File: src/rtl/uart_pkg.sv
// Shared UART definitions: the 3-bit state encoding common to the transmitter and the receiver.
package uart_pkg;

  typedef enum logic [2:0] {
    IDLE   = 3'd0,
    START  = 3'd1,
    DATA   = 3'd2,
    PARITY = 3'd3,
    STOP   = 3'd4,
    BREAK  = 3'd5
  } uart_state_t;

endpackage

File: src/rtl/sync_2ff.sv
// Two-flop synchronizer for a single asynchronous bit; flops reset to RESET_VAL.
module sync_2ff #(
  parameter logic RESET_VAL = 1'b1
) (
  input  logic clk,
  input  logic rst,
  input  logic d,
  output logic q
);

  logic meta;

  always_ff @(posedge clk) begin
    if (rst) begin
      meta <= RESET_VAL;
      q    <= RESET_VAL;
    end else begin
      meta <= d;
      q    <= meta;
    end
  end

endmodule

File: src/rtl/uart_rx.sv
// UART receiver: oversampled by CLK_PER_BIT, start-bit glitch reject, optional parity,
// 1..2 stop bits, and a BREAK hold while the line stays low after a bad stop bit.
module uart_rx
  import uart_pkg::*;
#(
  parameter int DATA_BIT_COUNT   = 8,
  parameter int PARITY_BIT_COUNT = 0,
  parameter int PARITY_ODD       = 0,
  parameter int STOP_BIT_COUNT   = 1,
  parameter int CLK_PER_BIT      = 8
) (
  input  logic                      clk,
  input  logic                      rst,
  input  logic                      serial,
  output logic [DATA_BIT_COUNT-1:0] data,
  output logic                      data_valid,
  output logic                      parity_error,
  output logic                      framing_error,
  output logic                      busy
);

  localparam int             CW        = $clog2(CLK_PER_BIT) + 1;
  localparam int             IW        = 4;
  localparam logic [CW-1:0]  HALF_M1   = CW'(CLK_PER_BIT / 2 - 1);
  localparam logic [CW-1:0]  BIT_M1    = CW'(CLK_PER_BIT - 1);
  localparam logic [IW-1:0]  LAST_DATA = IW'(DATA_BIT_COUNT - 1);
  localparam logic [IW-1:0]  LAST_STOP = IW'(STOP_BIT_COUNT - 1);
  localparam logic           ODD       = 1'(PARITY_ODD);

  uart_state_t               state, state_n;
  logic [CW-1:0]             cnt, cnt_n;
  logic [IW-1:0]             idx, idx_n;
  logic [DATA_BIT_COUNT-1:0] data_r, data_r_n, data_n;
  logic                      par_err_r, par_n, frm_err_r, frm_n;
  logic                      dv_n, pe_n, fe_n;
  logic                      line_s;

  sync_2ff #(.RESET_VAL(1'b1)) u_sync (
    .clk (clk),
    .rst (rst),
    .d   (serial),
    .q   (line_s)
  );

  assign busy = (state != IDLE);

  always_comb begin
    state_n  = state;
    cnt_n    = cnt + 1'b1;
    idx_n    = idx;
    data_r_n = data_r;
    par_n    = par_err_r;
    frm_n    = frm_err_r;
    data_n   = data;
    dv_n     = 1'b0;
    pe_n     = 1'b0;
    fe_n     = 1'b0;
    case (state)
      IDLE: begin
        cnt_n = '0;
        idx_n = '0;
        if (!line_s) begin
          state_n = START;
          par_n   = 1'b0;
          frm_n   = 1'b0;
        end
      end
      START: begin
        if (cnt == HALF_M1) begin
          cnt_n   = '0;
          state_n = line_s ? IDLE : DATA;
        end
      end
      DATA: begin
        // shifting in at the MSB leaves the first (LSB) bit at data_r[0] once the word is full
        if (cnt == BIT_M1) begin
          cnt_n    = '0;
          data_r_n = {line_s, data_r[DATA_BIT_COUNT-1:1]};
          if (idx == LAST_DATA) begin
            idx_n   = '0;
            state_n = (PARITY_BIT_COUNT > 0) ? PARITY : STOP;
          end else begin
            idx_n = idx + 1'b1;
          end
        end
      end
      PARITY: begin
        if (cnt == BIT_M1) begin
          cnt_n   = '0;
          par_n   = line_s ^ (^data_r) ^ ODD;
          state_n = STOP;
        end
      end
      STOP: begin
        if (cnt == BIT_M1) begin
          cnt_n = '0;
          frm_n = frm_err_r | ~line_s;
          if (idx == LAST_STOP) begin
            idx_n   = '0;
            dv_n    = 1'b1;
            data_n  = data_r;
            pe_n    = par_err_r;
            fe_n    = frm_err_r | ~line_s;
            state_n = line_s ? IDLE : BREAK;
          end else begin
            idx_n = idx + 1'b1;
          end
        end
      end
      BREAK: begin
        cnt_n = '0;
        if (line_s) state_n = IDLE;
      end
      default: begin
        cnt_n   = '0;
        state_n = IDLE;
      end
    endcase
  end

  always_ff @(posedge clk) begin
    if (rst) begin
      state         <= IDLE;
      cnt           <= '0;
      idx           <= '0;
      data_r        <= '0;
      par_err_r     <= 1'b0;
      frm_err_r     <= 1'b0;
      data          <= '0;
      data_valid    <= 1'b0;
      parity_error  <= 1'b0;
      framing_error <= 1'b0;
    end else begin
      state         <= state_n;
      cnt           <= cnt_n;
      idx           <= idx_n;
      data_r        <= data_r_n;
      par_err_r     <= par_n;
      frm_err_r     <= frm_n;
      data          <= data_n;
      data_valid    <= dv_n;
      parity_error  <= pe_n;
      framing_error <= fe_n;
    end
  end

endmodule

File: config.mk
export PLATFORM = sky130hd
export DESIGN_NAME = uart_rx
export DESIGN_NICKNAME = d
export VERILOG_FILES = /design/src/rtl/uart_pkg.sv /design/src/rtl/sync_2ff.sv /design/src/rtl/uart_rx.sv
export SDC_FILE = /design/constraint.sdc
export NUM_CORES = 1
export LEC_CHECK = 0
export CAP_MARGIN = 10
export CORE_AREA = 2 2 82 84
export CTS_CLUSTER_DIAMETER = 120
export DETAILED_ROUTE_END_ITERATION = 16
export DIE_AREA = 0 0 84 86
export GPL_TIMING_DRIVEN = 0
export SLEW_MARGIN = 0
export SYNTH_ARGS = -nofsm -noshare
export SYNTH_HDL_FRONTEND = slang
export SYNTH_HIERARCHICAL = 1
export SYNTH_SLANG_ARGS = --single-unit
File: constraint.sdc
create_clock -name clk -period 2.8 [get_ports clk]
set_clock_uncertainty 0.05 [all_clocks]
set_input_delay 0.56 -clock clk [delete_from_list [all_inputs] [get_ports clk]]
set_output_delay 0.56 -clock clk [all_outputs]
set_load 0.01 [all_outputs]
Word level (Yosys, flattened, before mapping)
Cells that the tools add are included.
Storage, ports and cells
  flip-flop bits (word level): 34
  latch bits: 0
  RAM bits: 0
  ROM bits: 0
  input bits: 3
  logic and storage cells: 77
  memories kept: 0
Operators by class
  $add $sub $neg: 2
  $mul: 0
  divide/modulo/power cells: 0
  $lt $le $gt $ge: 0
  equality and inequality tests: 16
  shift operators: 0
  multiplexer cells: 25
  bitwise operators: 6
  reduce and logical (&&, ||, !) cells: 16
Operator list (number)
  3-bit two-way mux: 9
  4-bit two-way mux: 6
  3-bit case mux with 6 select lines: 1
  2-bit != test (second input constant): 7
  4-bit case mux with 3 select lines: 1
  3-bit AND reduction: 4
  4-bit by 1-bit adder with 4-bit output (second input constant): 2
  4-bit by 3-bit == test with 1-bit output (second input constant): 2
  4-bit case mux with 2 select lines: 1
  8-bit AND reduction: 1
  8-bit parity: 1
  3-bit by 2-bit == test with 1-bit output (second input constant): 2
  3-bit == test (second input constant): 2
  3-bit nonzero test: 2
  3-bit OR reduction: 2
  4-bit by 2-bit == test with 1-bit output (second input constant): 1
  4-bit logical NOT: 1
  1-bit two-way mux: 4
  1-bit NOT: 4
  1-bit case mux with 2 select lines: 2
  2-bit nonzero test: 2
  4-bit OR reduction: 1
  3-bit by 1-bit == test with 1-bit output (second input constant): 1
  3-bit logical NOT: 1
  other kinds (5): 5

Depth between registers and ports, before layout
Gate-level depths: netlist of run 1.
  depth in word-level cells: 4
  gate-level depth with buffers: 8
  depth with buffers taken out: 7

Hierarchy
Netlist of run 1, hierarchy kept.
Modules (own cells, without submodules)
  uart_rx: instances 1, cells an instance 181, area an instance 1503.9 µm², sequential area each 640.6 µm²
  sync_2ff: instances 1, cells an instance 4, area an instance 52.6 µm², sequential area each 40.0 µm²

Least setup slack after synthesis of run 1
OpenSTA, ideal clock, no wires.
  kind: register to register
  start point: register cnt[0]
  end point: register state[1]
  data arrival time: 1734 ps
  path slack: 946 ps
  stages on the path, launching flop included: 7
  buffers on the path: 0
  period minus slack after synthesis: 1854 ps
  cell sequence: dfxtp_1 ha_1 or3b_1 a32oi_2 nand3_1 or3_1 a21oi_1
Between the ends
  word-level cells in the longest chain between the ends: 3
Ends and longest elaborated chain
  start, declared: line uart_rx.sv:31  | logic [CW-1:0] cnt, cnt_n;
  start signal, assigned: line uart_rx.sv:135  | cnt <= cnt_n;
  4-bit by 3-bit == test with 1-bit output or 4-bit by 2-bit == test with 1-bit output (tied branches)
  2-bit != test (no line)
  8-bit AND reduction (no line) (*)
  end signal, assigned: line uart_rx.sv:134  | state <= state_n;
  end, declared: line uart_rx.sv:30  | uart_state_t state, state_n;
Every way passes the cells marked *; elsewhere a longest branch is shown, timed or not.
A chain may end at the register's enable or synchronous reset.

Worst setup path after layout of run 1
  start point: register state[1]
  end point: output port busy
Between the ends
  word-level cells in the longest chain between the ends: 1
Ends and longest elaborated chain
  3-bit nonzero test: line uart_rx.sv:45  | assign busy = (state != IDLE);
  end, declared: line uart_rx.sv:19  | output logic busy
No other way between the ends.

==> results.cfg, run 1 <==
[critical_path]
timing.rr.end = data[5]$_SDFFE_PP0P_
cp_max_fo = 10
reg2reg_from = state[0]$_SDFFE_PP0P_
r2r_slack_ps = 790
crit_type = reg2out
reg2reg_depth = 5
crit_end = busy
cp-startpoint = state[1]$_SDFFE_PP0P_
worstPathRequired_ps = 2190
cp-start-kind = register
endpoint_kind = primary output
worstPathArrival_ps = 1830

[clocking]
cts.sink_count = 34
clockBufferDepth = 2
cts_made_buffers = 5
holdBufCountCts = 0
clk_latency_ps = 280
clk_pin_slew_worst_paths_ps = 70
cts_tree = yes
cts-root-buf = clkbuf_8
cts_setup_buffers = 0
ctsResizeCount = 0
htree_levels = 2

[floorplanning]
boundaryPins = 15
die_height_um = 86
die_area_um2 = 7220
fp.coreArea_um2 = 6280
rows = 29
fp.dieW_um = 84
start_util_pct = 24.8

[layout]
antenna_cells = 0
num-fill-cells = 686
area_growth_pct = 21.3
finish.instance_area_um2 = 1890
drive_above_1_share_pct = 6.28
nNetsFinal = 212

[synthesis]
synthesis.area_um2 = 1560
yosysWarnings = 6
yosysUniqueCellTypes = 39
synth_area_per_cell_um2 = 8.41
async_flop_share_pct = 0
synth_ff_type = dfxtp_1
synth_top_area_cell = dfxtp_1
synth-edff-count = 0
ys_seq_area_share_pct = 43.7
mappedNetlistNets = 191
ys_seq_elements = 34
postSynthCellCount = 185
synth_top_area_share_pct = 43.7
synthTopCellsByArea = dfxtp_1 (44%), a21oi_1 (8.0%), nand2_1 (7.2%)

[drt]
routed_wirelength_um = 3340
wl_per_cell_um = 11.8
via_per_inst = 4.65
drt_first_iter_violations = 105
drc = 0
drtPass1Iterations = 4
vias = 1320
ant_nets = 0

[min_path]
hold_start = u_sync/meta$_SDFF_PP1_
hp-class = reg2reg

[sta]
fin_crit_ps = 2440
maxSlewHeadroom_pct = 46.9
tightest_slew_ps = 795
fmax_mhz = 409
finalHoldViolations = 0
rsz0062_at_grt = false
min_period_over_period_pct = 87.2
finalSetupTns_ps = 0
setup_viol = 0
drv_slew = 0

[job]
maxCapViolCount = 0

[power]
power.leakage_nw = 0.643
p_total_w = 0.000979
powerDensity_nw_per_um2 = 519
ir_drop_mv = 0.203

[place]
io_buffers = 14
gp_congestion = 0.816
dpl.hpwl_um = 2370
placed_area_um2 = 1790

[global_route]
grt_usage_pct = 9.97
overflow = 0
grt_pass1_wl_um = 5800
antenna_found_initial = 0
first_global_vias = 1230
grt_max_degree = 12

[run_status]
status = finished, final reports clean
==> cell usage after synthesis (2+ instances only) <==
cell type / number
clkbuf_1: 9
xnor2_1: 5
nor2b_1: 3
nand3b_1: 3
xor2_1: 3
nand2_1: 30
nand3_1: 14
dfxtp_1: 34
nor3_1: 5
or3b_1: 2
ha_1: 3
o21bai_1: 2
nor3b_1: 3
or2_1: 3
a21oi_1: 25
nor2_1: 12
o21ai_0: 3
mux2i_1: 3
inv_1: 3
==> per-layer routing <==
metal	vias to the layer above	global-route usage [%]	share of wire, %
met2	18	14.9	45
met1	619	13.7	52
met3	2	3.75	2.8
met5	-	0	0
met4	0	2.20	0.24
li1	681	-	-
==> worst max-delay path, stage by stage, from the launching register on <==
cell and delay [ps]:
dfxtp_1 390, clkbuf_1 350, nor3_1 120, inv_1 140, clkdlybuf4s50_1 550
==> report_power, final <==
part | switching, W | internal [W]
Clock | 0.000179 | 0.000198
Combinational | 0.0000597 | 0.0000433
Sequential | 0.00000849 | 0.000491
Total | 0.000247 | 0.000732
==> cell families (layout without fill, tap and decap cells) <==
group	Yosys count	after routing	share of synthesized area, %
and+or+nand+nor	85	85	27.8
AOI/OAI and AO/OA	37	37	14.5
DFF	34	34	43.7
buffers and inverters	14	36	3.70
xor gates and xnor gates	9	9	5.95
adders and majority gates	3	3	2.41
muxes	3	3	1.93
==> state kept, by name, indices dropped and copies added, names as in the netlist, 3 cells and up <==
| register | count |
|---|---|
| data | 8 |
| data_r | 8 |
| cnt | 4 |
| idx | 4 |
| state | 3 |
==> area by class of cell <==
class | instances | area, um^2 | area share [%]
sequential | 34 | 681 | 36.1
inverter | 3 | 11.3 | 0.596
multi-input combinational | 137 | 818 | 43.3
clock inverter | 2 | 12.5 | 0.663
tap | 77 | 96.3 | 5.10
clock buffer | 6 | 82.6 | 4.37
timing repair buffer | 14 | 140 | 7.42
buffer | 11 | 46.3 | 2.45
==> stage by stage <==
| step | hold WS (ps) | cells | util (%) | worst slack [ps] |
|---|---|---|---|---|
| final | 363 | 284 | 30.1 | 357 |
| after global placement | 357 | 276 | 28.6 | 536 |
| after CTS | 368 | 284 | 30.1 | 354 |
| after detailed placement | 351 | 276 | 28.6 | 540 |
| after global routing | 385 | 284 | 30.1 | 205 |
| after floorplan | 335 | 185 | - | 946 |
==> how the worst min path moves through the flow <==
stage	to	slack, ps	cells past startpoint
floorplan	u_sync/q$_SDFF_PP1_	340	1
global placement	u_sync/q$_SDFF_PP1_	360	1
detailed placement	u_sync/q$_SDFF_PP1_	350	1
CTS	u_sync/q$_SDFF_PP1_	370	1
global route	u_sync/q$_SDFF_PP1_	380	1
finish	u_sync/q$_SDFF_PP1_	360	1
==> layout by cell type, fill, tap and decap left out, types with 2 or more instances in the layout <==
| cell | n |
|---|---|
| mux2i_1 | 3 |
| nand3b_1 | 3 |
| ha_1 | 3 |
| o21ai_0 | 3 |
| o21bai_1 | 2 |
| nor3_1 | 5 |
| inv_1 | 3 |
| nor3b_1 | 3 |
| dfxtp_1 | 34 |
| nand2_1 | 30 |
| or2_1 | 3 |
| nor2b_1 | 3 |
| clkbuf_1 | 9 |
| or3b_1 | 2 |
| nor2_1 | 12 |
| clkdlybuf4s50_1 | 14 |
| xor2_1 | 3 |
| xnor2_1 | 5 |
| a21oi_1 | 25 |
| clkbuf_8 | 6 |
| nand3_1 | 14 |
Power figures use the tool's default switching activity.
==> run 2: changes to the inputs <==
--- a/config.mk
+++ b/config.mk
@@ -5,11 +5,13 @@
 export SDC_FILE = /design/constraint.sdc
 export NUM_CORES = 1
 export LEC_CHECK = 0
+export ABC_AREA = 1
 export CAP_MARGIN = 10
-export CORE_AREA = 2 2 82 84
+export CORE_AREA = 2 2 85 87
 export CTS_CLUSTER_DIAMETER = 120
+export CTS_CLUSTER_SIZE = 10
 export DETAILED_ROUTE_END_ITERATION = 16
-export DIE_AREA = 0 0 84 86
+export DIE_AREA = 0 0 87 89
 export GPL_TIMING_DRIVEN = 0
 export SLEW_MARGIN = 0
 export SYNTH_ARGS = -nofsm -noshare
==> results.cfg, run 2 <==
[power]
power_frac_seq_pct = 41.9
powerDensity_nw_per_um2 = 663
switching_power_w = 0.000461
intPower_w = 0.000854
p_clk_share_pct = 28.4
ir_drop_mv = 0.156
power_switching_share_pct = 35.0
comb_power_share_pct = 29.7
power.leakage_nw = 0.828

[synthesis]
synth-adder-area-share_pct = 2.27
synth_compound_area_share_pct = 17.3
synthesis.area_um2 = 1650
synth-edff-count = 0
async_flop_share_pct = 0
ys_seq_elements = 34
yosysWarnings = 6
synth_area_per_cell_um2 = 7.54
synthSimpleGateAreaFrac_pct = 27.1
synthTopCellsByCount = nand2_1 (35), dfxtp_1 (34), nor2_1 (26)
synth_top_area_cell = dfxtp_1
synth_top_family_by_area = simple AND/OR/NAND/NOR gates
ys_seq_area_share_pct = 41.2
yosys.cell_count.top_type = nand2_1
synthMuxAreaShare_pct = 0
synthTopCellsByArea = dfxtp_1 (41%), nand2_1 (8.0%), nor2_1 (5.9%)
postSynthCellCount = 219
synth_top_area_share_pct = 41.2
yosysUniqueCellTypes = 30
synthXorXnorAreaFrac_pct = 2.65
mappedNetlistNets = 225
synth_ff_type = dfxtp_1

[sta]
setup_viol = 0
holdWs_ps = 355
fin_ws_ps = 543
finalHoldViolations = 0
finalSetupTns_ps = 0
fin_crit_ps = 2260
tightest_slew_ps = 363
fmax_mhz = 443
maxSlewHeadroom_pct = 75.8
rsz0062_at_grt = false
min_period_over_period_pct = 80.6
drv_slew = 0

[layout]
area_growth_pct = 20.1
finish.instance_area_um2 = 1980
final_common_cell = nand2_1
nNetsFinal = 246
antenna_cells = 0
drive_above_1_share_pct = 17.4
reg_top3 = data x8, data_r x8
final_cell_mix = nand2_1 (35), dfxtp_1 (34), nor2_1 (26), inv_1 (24), a21oi_1 (16)
stdcell_count = 321

[drt]
drc = 0
via_per_inst = 4.25
ant_nets = 0
drtPass1Iterations = 4
drt_first_iter_violations = 66
top_layer = met4
met1Wirelength_um = 1750
routed_wirelength_um = 3280
wl_per_cell_um = 10.2
vias = 1364
wl_met2_um = 1320
met3WireLength_um = 113

[min_path]
hp-class = reg2reg

[place]
gp_congestion = 0.832
placed_area_um2 = 1890
dp_cells = 313
dpl.hpwl_um = 2430
place_ws_ps = 736
io_buffers = 14

[floorplanning]
fp.dieW_um = 87
fp.coreArea_um2 = 6720
die_area_um2 = 7740
boundaryPins = 15
rows = 30
start_util_pct = 24.6
die_height_um = 89

[critical_path]
cp_top_family = buffers and inverters
cp.buffers_inverters = 3
worstPathArrival_ps = 1650
cp-start-kind = register
cp_slowest_cell = clkdlybuf4s50_1
worstPathRequired_ps = 2190
cp_max_fo = 6
crit_chain = inv_2 > nand2_1 > nor2_1 > inv_1 > clkdlybuf4s50_1
crit_type = reg2out
cpPeakStageDelay_ps = 550
endpoint_kind = primary output

[global_route]
overflow = 0
antenna_found_initial = 0
grt_max_degree = 11
first_global_vias = 1198
grt_pass1_wl_um = 5560
grt_usage_pct = 9.35

[clocking]
htree_levels = 2
ctsResizeCount = 0
cts.sink_count = 34
clk_pin_slew_worst_paths_ps = 70
cts_made_buffers = 5
clk_latency_ps = 290
cts-root-buf = clkbuf_8
holdBufCountCts = 0
clockBufferDepth = 2
cts_setup_buffers = 0
cts_tree = yes

[run_status]
status = finished, final reports clean

[job]
maxCapViolCount = 0
-- run 2: through the flow --
step / power [W] / utilization [%]
after floorplan: 0.000869 / -
after global placement: 0.000949 / 28.1
after detailed placement: 0.000954 / 28.1
after CTS: 0.00133 / 29.5
after global routing: 0.00140 / 29.5
final: 0.00131 / 29.5
-- run 2: final cells by class --
class | instances | area (um^2)
Buffer | 6 | 35.0
Clock buffer | 7 | 86.3
Clock inverter | 1 | 5.00
Fill cell | 706 | 4740
Inverter | 32 | 120
Multi-Input combinational cell | 147 | 815
Sequential cell | 34 | 681
Tap cell | 80 | 100
Timing Repair Buffer | 14 | 140
-- run 2: cell families (layout without fill, tap and decap cells) --
kind of cell | count (synthesis) | in the layout
adder cells (fa/ha/maj) | 3 | 3
XOR/XNOR | 5 | 5
AND/OR/NAND/NOR | 90 | 90
AO/OA/AOI/OAI | 49 | 49
flip-flops | 34 | 34
buffers and inverters | 38 | 60
-- run 2: path summary, 6_finish.rpt --
path	cells past startpoint	slack, ps	end	from
worst min register to register	2	350	u_sync/q$_SDFF_PP1_	u_sync/meta$_SDFF_PP1_
worst max-delay path	5	540	busy	state[0]$_SDFFE_PP0P_
worst min-delay path	2	350	u_sync/q$_SDFF_PP1_	u_sync/meta$_SDFF_PP1_
worst max register to register	7	1210	idx[2]$_SDFFE_PP0P_	cnt[0]$_SDFF_PP0_
-- run 2: power groups by stage --
stage | Clock [W] | Combinational, W | Sequential [W]
5_1_grt | 0.000404 | 0.000441 | 0.000557
3_3_place_gp | 0 | 0.000387 | 0.000562
3_5_place_dp | 0 | 0.000393 | 0.000561
6_report | 0.000373 | 0.000390 | 0.000551
4_1_cts | 0.000388 | 0.000395 | 0.000550
2_1_floorplan | 0 | 0.000314 | 0.000555
-- run 2: metal layers --
layer | GRT usage [%] | vias to the layer above
met4 | 5.82 | 0
li1 | - | 743
met3 | 3.14 | 6
met2 | 12.8 | 19
met5 | 0 | -
met1 | 12.5 | 596
-- run 2: worst register-to-register path: stages, from the launching register on --
cell and delay, ps:
dfxtp_1 360, ha_1 260, nand2_2 110, nor2_4 130, nand3_2 130, a21oi_2 230
nand2_1 90, a211oi_2 160
==> run 3: changes to the inputs <==
==> constraint.sdc (replaced) <==
create_clock -name clk -period 2.2 [get_ports clk]
set_clock_uncertainty 0.05 [all_clocks]
set_input_delay 0.44 -clock clk [delete_from_list [all_inputs] [get_ports clk]]
set_output_delay 0.44 -clock clk [all_outputs]
set_load 0.01 [all_outputs]
==> results.cfg, run 3 (same netlist as run 2, synthesis figures left out) <==
[run_status]
status = finished, final reports clean

[job]
maxCapViolCount = 0

[global_route]
grt_usage_pct = 9.35
grt_max_degree = 11
overflow = 0
grt_pass1_wl_um = 5560
antenna_found_initial = 0
first_global_vias = 1198

[layout]
seq_area_um2 = 681
multi_input_area_um2 = 815
final_cell_mix = nand2_1 (35), dfxtp_1 (34), nor2_1 (26), inv_1 (24), a21oi_1 (16)
drive_above_1_share_pct = 17.4
final_common_cell = nand2_1
antenna_cells = 0
reg_top3 = data x8, data_r x8
nNetsFinal = 246
area_growth_pct = 20.2
num-fill-cells = 707

[min_path]
hold_start = u_sync/meta$_SDFF_PP1_
hold_depth = 2
hp-class = reg2reg
min_to = u_sync/q$_SDFF_PP1_

[clocking]
cts.sink_count = 34
clockBufferDepth = 2
cts_tree = yes
cts-root-buf = clkbuf_8
cts_made_buffers = 5
clk_pin_slew_worst_paths_ps = 70
holdBufCountCts = 0
htree_levels = 2
clk_latency_ps = 290

[floorplanning]
rows = 30
start_util_pct = 24.6
fp.dieW_um = 87
die_area_um2 = 7740
boundaryPins = 15
die_height_um = 89
fp.coreArea_um2 = 6720

[critical_path]
timing.rr.end = idx[2]$_SDFFE_PP0P_
cpPeakStageDelay_ps = 340
endpoint_kind = primary output
worstPathArrival_ps = 1320
cp.buffers_inverters = 3
crit_type = reg2out
cp-start-kind = register
reg2reg_from = cnt[0]$_SDFF_PP0_
r2r_slack_ps = 610
crit_chain = inv_2 > nand2_1 > nor2_1 > inv_1 > dlymetal6s2s_1
cp_slowest_cell = dfxtp_1
worstPathRequired_ps = 1710
cp_max_fo = 6
reg2reg_depth = 7
cp_top_family = buffers and inverters

[power]
ir_drop_mv = 0.198
powerDensity_nw_per_um2 = 841
p_clk_share_pct = 28.4
power.leakage_nw = 0.839
power_frac_seq_pct = 42.0
intPower_w = 0.00108
power_switching_share_pct = 35.1
switching_power_w = 0.000585
comb_power_share_pct = 29.5

[place]
io_buffers = 14
gp_congestion = 0.832
dpl.hpwl_um = 2430

[drt]
vias = 1362
drt_first_iter_violations = 59
via_per_inst = 4.24
wl_per_cell_um = 10.2
drtPass1Iterations = 4
drc = 0
ant_nets = 0
routed_wirelength_um = 3280

[sta]
fin_crit_ps = 1810
maxSlewHeadroom_pct = 75.8
finalSetupTns_ps = 0
fmax_mhz = 552
tightest_slew_ps = 363
finalHoldViolations = 0
drv_slew = 0
min_period_over_period_pct = 82.3
rsz0062_at_grt = false
holdWs_ps = 355
setup_viol = 0
==> run 3: changes by cell type in the layout (fill, tap and decap cells not counted), sizes merged <==
cell and delta:
dlymetal6s2s +1, clkdlybuf4s50 -1
==> run 3: stage by stage <==
step | setup WS [ps] | cells | cell area [um^2] | utilization (%) | power [W]
2_1_floorplan | 810 | 219 | 1650 | - | 0.00111
3_3_place_gp | 263 | 313 | 1890 | 28.1 | 0.00121
3_5_place_dp | 256 | 313 | 1890 | 28.1 | 0.00121
4_1_cts | 75.4 | 321 | 1980 | 29.5 | 0.00170
5_1_grt | 310 | 321 | 1980 | 29.5 | 0.00178
6_report | 389 | 321 | 1980 | 29.5 | 0.00167
==> run 3: tightest hold or removal path: stages, from the launching register on <==
cell	delay, ps
dfxtp_1	310
inv_1	30
nand2_1	40
==> run 3: worst max path at each step <==
stage,to,cells past startpoint,startpoint
finish,busy,5,state[0]$_SDFFE_PP0P_
global route,busy,5,state[0]$_SDFFE_PP0P_
CTS,busy,5,state[0]$_SDFFE_PP0P_
floorplan,state[2]$_SDFFE_PP0P_,9,idx[0]$_SDFFE_PP0P_
detailed placement,data_r[6]$_SDFFE_PP0P_,6,rst
global placement,data[4]$_SDFFE_PP0P_,6,rst
==> run 3: routing by layer <==
metal / routed length [um] / global-route usage, %
met2: 1320 / 12.8
met4: 95 / 5.82
met5: 0 / 0
met3: 104 / 3.14
met1: 1760 / 12.5
==> run 3: what timing repair did <==
action	in CTS	in global routing
setup buffers	0	0
gates resized for setup	0	1
endpoints found under the setup margin	0	1
==> run 3: area by class of cell <==
type / count / share of cell area, %
Tap cell: 80 / 5.04
Clock inverter: 1 / 0.252
Clock buffer: 7 / 4.35
Sequential cell: 34 / 34.3
Multi-Input combinational cell: 147 / 41.0
Buffer: 6 / 1.77
Inverter: 32 / 6.05
Timing Repair Buffer: 14 / 7.19
==> run 3: power by group through the flow <==
stage          Combinational (W)  Sequential, W  Clock, W
2_1_floorplan           0.000399       0.000706         0
3_3_place_gp            0.000493       0.000715         0
3_5_place_dp            0.000501       0.000714         0
4_1_cts                 0.000502       0.000700  0.000494
5_1_grt                 0.000559       0.000708  0.000514
6_report                0.000493       0.000702  0.000475
